<file path="src/rtl/ahb_copy_master.sv">
// ahb_copy_master
// AHB-Lite word-copy master. It takes a source address, a destination
// address and a word count, then moves the words one at a time. Each word
// is one single NONSEQ read followed by one single NONSEQ write, and it
// honours HREADY wait states in every phase. A one-cycle done pulse marks
// the end of the copy.
//
// Ports
//   HCLK, HRESETn        clock, asynchronous active-low reset
//   HADDR/HWDATA/HSIZE   AHB address, write data and size (size is always word)
//   HTRANS/HWRITE        AHB transfer type (IDLE/NONSEQ only) and direction
//   HRDATA/HREADY        slave read data and ready
//   start                one-cycle request, sampled only in IDLE
//   src_addr/dst_addr    byte addresses; bits [1:0] are ignored
//   length               number of words to copy (0 = finish at once)
//   busy                 high in every state except IDLE
//   done                 one-cycle completion pulse
//   dbg_state_o          current FSM state, exposed for checkers
//
// Handshake: a phase completes only on a rising HCLK edge where HREADY = 1.
// While HREADY = 0 every bus output holds its value. start is a plain
// single-cycle strobe with no ready; the block only looks at it in IDLE.
module ahb_copy_master #(
  parameter int LEN_W = 16
) (
  input  logic             HCLK,
  input  logic             HRESETn,
  output logic [31:0]      HADDR,
  output logic [31:0]      HWDATA,
  output logic [2:0]       HSIZE,
  output logic [1:0]       HTRANS,
  output logic             HWRITE,
  input  logic [31:0]      HRDATA,
  input  logic             HREADY,
  input  logic             start,
  input  logic [31:0]      src_addr,
  input  logic [31:0]      dst_addr,
  input  logic [LEN_W-1:0] length,
  output logic             busy,
  output logic             done,
  output logic [2:0]       dbg_state_o
);

  typedef enum logic [2:0] {
    S_IDLE = 3'd0,
    S_RD_A = 3'd1,
    S_RD_D = 3'd2,
    S_WR_A = 3'd3,
    S_WR_D = 3'd4,
    S_DONE = 3'd5
  } state_t;

  localparam logic [1:0] TR_IDLE   = 2'b00;
  localparam logic [1:0] TR_NONSEQ = 2'b10;

  state_t             state_q;
  logic [31:0]        src_ptr_q;
  logic [31:0]        dst_ptr_q;
  logic [LEN_W-1:0]   remaining_q;
  logic [31:0]        data_q;
  logic [31:0]        haddr_q;
  logic [1:0]         htrans_q;
  logic               hwrite_q;
  logic               busy_q;
  logic               done_q;

  // The two low address bits are dropped on purpose: transfers are words.
  logic unused_addr_lsbs;
  assign unused_addr_lsbs = ^{src_addr[1:0], dst_addr[1:0]};

  // Bus outputs and status all come straight from registers. They are set on
  // the edge that enters each state, so every address phase starts out clean.
  always_ff @(posedge HCLK or negedge HRESETn) begin
    if (!HRESETn) begin
      state_q     <= S_IDLE;
      src_ptr_q   <= '0;
      dst_ptr_q   <= '0;
      remaining_q <= '0;
      data_q      <= '0;
      haddr_q     <= '0;
      htrans_q    <= TR_IDLE;
      hwrite_q    <= 1'b0;
      busy_q      <= 1'b0;
      done_q      <= 1'b0;
    end else begin
      done_q <= 1'b0;
      case (state_q)
        S_IDLE: begin
          if (start) begin
            src_ptr_q   <= {src_addr[31:2], 2'b00};
            dst_ptr_q   <= {dst_addr[31:2], 2'b00};
            remaining_q <= length;
            busy_q      <= 1'b1;
            if (length == '0) begin
              state_q <= S_DONE;
              done_q  <= 1'b1;
            end else begin
              state_q  <= S_RD_A;
              htrans_q <= TR_NONSEQ;
              haddr_q  <= {src_addr[31:2], 2'b00};
              hwrite_q <= 1'b0;
            end
          end
        end
        S_RD_A: begin
          if (HREADY) begin
            state_q  <= S_RD_D;
            htrans_q <= TR_IDLE;
          end
        end
        S_RD_D: begin
          if (HREADY) begin
            data_q   <= HRDATA;
            state_q  <= S_WR_A;
            htrans_q <= TR_NONSEQ;
            haddr_q  <= dst_ptr_q;
            hwrite_q <= 1'b1;
          end
        end
        S_WR_A: begin
          if (HREADY) begin
            state_q  <= S_WR_D;
            htrans_q <= TR_IDLE;
          end
        end
        S_WR_D: begin
          if (HREADY) begin
            src_ptr_q   <= src_ptr_q + 32'd4;
            dst_ptr_q   <= dst_ptr_q + 32'd4;
            remaining_q <= remaining_q - LEN_W'(1);
            hwrite_q    <= 1'b0;
            if (remaining_q == LEN_W'(1)) begin
              state_q <= S_DONE;
              done_q  <= 1'b1;
            end else begin
              // The next read address is the incremented source pointer.
              state_q  <= S_RD_A;
              htrans_q <= TR_NONSEQ;
              haddr_q  <= src_ptr_q + 32'd4;
            end
          end
        end
        S_DONE: begin
          state_q <= S_IDLE;
          busy_q  <= 1'b0;
        end
        default: begin
          state_q  <= S_IDLE;
          htrans_q <= TR_IDLE;
          hwrite_q <= 1'b0;
          busy_q   <= 1'b0;
        end
      endcase
    end
  end

  assign HADDR       = haddr_q;
  assign HWDATA      = data_q;
  assign HSIZE       = 3'b010;
  assign HTRANS      = htrans_q;
  assign HWRITE      = hwrite_q;
  assign busy        = busy_q;
  assign done        = done_q;
  assign dbg_state_o = state_q;

endmodule

</file>
<file path="config.mk">
export PLATFORM = sky130hd
export DESIGN_NAME = ahb_copy_master
export DESIGN_NICKNAME = d
export VERILOG_FILES = /design/src/rtl/ahb_copy_master.sv
export SDC_FILE = /design/constraint.sdc
export NUM_CORES = 1
export LEC_CHECK = 0
export BUFFER_PORTS_ARGS = -buffer_cell sky130_fd_sc_hd__buf_2
export CELL_PAD_IN_SITES_DETAIL_PLACEMENT = 0
export CELL_PAD_IN_SITES_GLOBAL_PLACEMENT = 2
export CORE_ASPECT_RATIO = 0.7
export CORE_MARGIN = 1
export CORE_UTILIZATION = 30
export DETAILED_ROUTE_END_ITERATION = 8
export GPL_TIMING_DRIVEN = 0
export MAX_ROUTING_LAYER = met4
export PLACE_DENSITY_LB_ADDON = 0.1
export SLEW_MARGIN = 15
export SYNTH_ARGS = -nofsm -noshare
export SYNTH_HDL_FRONTEND = slang
export SYNTH_SLANG_ARGS = --single-unit
</file>
<file path="constraint.sdc">
create_clock -name HCLK -period 2.17 [get_ports HCLK]
set_input_delay 0.434 -clock HCLK [delete_from_list [all_inputs] [get_ports HCLK]]
set_output_delay 0.434 -clock HCLK [all_outputs]
set_load 0.03 [all_outputs]
</file>
==> reports/results.tsv <==
stage	metric	value	unit
floorplan	die_area	29300	µm²
power_and_ir_drop	power	17.7	mW
floorplan	fp.dieH	144	µm
logic_synthesis	synthFlopType	dfrtp_1	
route	met3_length	3180	µm
placed_design	place_congestion	0.903	
route	top_layer	met4	
power_and_ir_drop	powerDensity	1560	nW/µm²
route	final_antenna_net_count	0	
sta	min_period_over_period	1.08	
grt	overflow	0	
logic_synthesis	async_flop_share	1.00	
cts	cts_max_level	4	
setup_path	worstPathArrival	2.67	ns
power_and_ir_drop	leakagePower	4.78	nW
sta	hold_viol_final	0	
cells_and_area	antenna_cells	0	
floorplan	start_util	0.308	
outcome	status	complete, but fails checks	
cts	clockBufferDepth	2	
setup_path	critPathMaxFanout	6	
grt	grt_use_total	0.275	
grt	grt_max_degree	58	
floorplan	ios	191	
route	first_pass_iters	5	
cts	path_clk_slew	0.07	ns
placed_design	dp_cells	1503	
sta	rsz0062_at_grt	yes	
outcome	violations	setup timing	
logic_synthesis	netlist_area	8600	µm²
logic_synthesis	avgSynthCellArea	9.09	µm²
cells_and_area	drive_above_1_share	0.360	
logic_synthesis	synth_cell_types	72	
grt	grt_pass1_wl	55900	µm
job	cap_violations	0	
cells_and_area	fin_cells	1555	
cells_and_area	layout_common_cells	191 x buf_2, 139 x dfrtp_1, 92 x a21oi_1	
cells_and_area	area_growth	32.0	%
logic_synthesis	synth-seq-cells	146	
route	routed_wl	38800	µm
floorplan	die_width	204	µm
logic_synthesis	ys_warn_count	0	
placed_design	place_ws	-1.30	ns
floorplan	coreArea	27900	µm²
cts	clk_latency	0.45	ns
route	wl_per_cell	24.9	µm
grt	grt_pass1_vias	8049	
placed_design	portBuffers	182	
setup_path	cp-start-kind	flip-flop	
setup_path	cp.required	2.50	ns
sta	tns	-4.41	ns
grt	antenna_found_initial	0	
cells_and_area	nNetsFinal	1291	
sta	tightest_slew	0.683	ns
sta	final_max_slew_viol_count	0	
logic_synthesis	yosysSeqAreaShare	0.425	
route	wl_met1	19400	µm
cells_and_area	fillerInstances	2874	
sta	layout_setup_ws	-0.166	ns
logic_synthesis	synth_edf_count	0	
setup_path	end_kind	flip-flop	
cells_and_area	layout_commonest_cell	buf_2	
setup_path	worst-setup-path-type	reg2reg	
sta	max_clock_freq	428	MHz
sta	setup_violations	32	
cts	cts_buffers	17	
floorplan	rows	51	
logic_synthesis	postSynthCellCount	946	
sta	finalCriticalPeriod	2.34	ns
route	dr.first_iter.drc_count	866	
min_path	hp-class	in2reg	
cts	tritoncts	built	
route	route.vias.total	8744	
power_and_ir_drop	peakVddDrop	0.000569	V
sta	clock_skew	0.0194	ns
cells_and_area	multiInputGateArea	4720	µm²
route	wl_met2	15600	µm
route	via_per_inst	5.62	
placed_design	dp_hpwl	28300	µm
sta	slew_headroom	0.540	
route	drc	0	
cts	cts_num_sinks	146	
cts	cts-root-buf	clkbuf_16	
setup_path	r2r_slack	-0.17	ns
cells_and_area	regArea	3660	µm²
==> area by class of cell <==
class / count / share of cell area
Inverter: 9 / 0.00298
Tap cell: 371 / 0.0409
Multi-Input combinational cell: 708 / 0.416
Clock buffer: 23 / 0.0421
Sequential cell: 146 / 0.323
Clock inverter: 9 / 0.0133
Timing Repair Buffer: 212 / 0.111
Buffer: 77 / 0.0507
==> metrics by stage <==
stage | hold WS (ns) | util | area [µm²]
2_1_floorplan | 0.138 | - | 8620
3_3_place_gp | 0.484 | 0.358 | 10000
3_5_place_dp | 0.360 | 0.360 | 10100
4_1_cts | 0.203 | 0.401 | 11200
5_1_grt | 0.212 | 0.406 | 11300
6_report | 0.220 | 0.406 | 11300
==> path summary, 6_finish.rpt <==
kind	startpoint	endpoint	cells after the start
worst min-delay path	HRDATA[8]	HWDATA[8]$_DFFE_PN0P_	2
min in group asynchronous	HRESETn	HADDR[25]$_DFFE_PN0P_	2
worst min register to register	HWDATA[19]$_DFFE_PN0P_	HWDATA[19]$_DFFE_PN0P_	1
worst max-delay path	remaining_q[6]$_DFFE_PN0P_	HADDR[8]$_DFFE_PN0P_	7
max in group asynchronous	HRESETn	dbg_state_o[2]$_DFFE_PN0P_	4
worst max register to register	remaining_q[6]$_DFFE_PN0P_	HADDR[8]$_DFFE_PN0P_	7
==> where the power goes <==
| group | switching (mW) | internal, mW |
|---|---|---|
| combinational | 5.31 | 3.38 |
| clock | 1.28 | 2.02 |
| sequential | 1.61 | 4.08 |
| total | 8.21 | 9.48 |
==> kinds of logic (layout without fill, tap and decap cells) <==
family	count (synthesis)	in the layout	share of synthesized area
compound gates	327	327	0.250
xor+xnor	14	14	0.0143
fa+ha+maj	4	4	0.00582
buf+inv	94	330	0.0489
flops	146	146	0.425
mux	51	51	0.0735
other cells	2	4	0.000874
simple gates	308	308	0.182
==> per-layer routing <==
layer / vias to the layer above / track usage
li1: 3998 / -
met1: 4362 / 0.418
met3: 36 / 0.0653
met5: - / -
met2: 348 / 0.356
met4: 0 / 0.0652
==> critical path, stage by stage (launching register included) <==
cell     delay [ns]
dfrtp_2        0.40
or4_4          0.55
or3_4          0.36
buf_6          0.14
nor3_4         0.20
nor2_4         0.10
buf_8          0.18
mux2_4         0.29
==> registers in the layout (all words and copies together) (netlist names) <==
register and cells:
done 1, dst_ptr_q 30, dbg_state_o 3, HADDR 31, HWDATA 32, HTRANS 1
remaining_q 16, HWRITE 1, src_ptr_q 30, busy 1
==> synth_stat cells (4+ instances only) <==
cell	count	area [µm²]
a21o_1	5	37.5
a21oi_1	95	475
a21oi_2	10	87.6
a22o_1	5	43.8
a22oi_1	18	135
a2bb2oi_1	13	114
a31oi_1	15	93.8
a31oi_2	8	100
a41oi_1	4	35.0
and2_1	10	62.6
and3_1	16	100
and4_1	10	87.6
buf_1	6	22.5
buf_2	6	30.0
buf_4	6	45.0
buf_6	5	56.3
clkbuf_1	62	233
dfrtp_1	146	3650
ha_1	4	50.1
inv_1	9	33.8
mux2_2	33	372
mux2_4	16	240
nand2_1	89	334
nand3_1	43	215
nand4_1	17	106
nor2_1	56	210
nor3_1	20	100
nor3b_1	4	30.0
nor4_1	16	100
o211ai_1	4	30.0
o21ai_0	70	350
o22a_1	10	87.6
o22ai_1	22	138
o2bb2ai_1	5	43.8
o31a_1	5	43.8
o31ai_1	6	45.0
o32ai_1	6	52.6
or3_1	9	56.3
xnor2_1	9	78.8
xor2_1	5	43.8
==> timing repair <==
action / 4_1_cts / 5_1_grt
endpoints found under the setup margin: 143 / 117
hold buffers: 1 / 0
pin swaps: 5 / 1
endpoints found under the hold margin: 40 / 0
resized for setup: 130 / 41
cloned: 3 / 0
buffers inserted: 18 / 6
No activity file was read; power rests on OpenSTA's default activity.
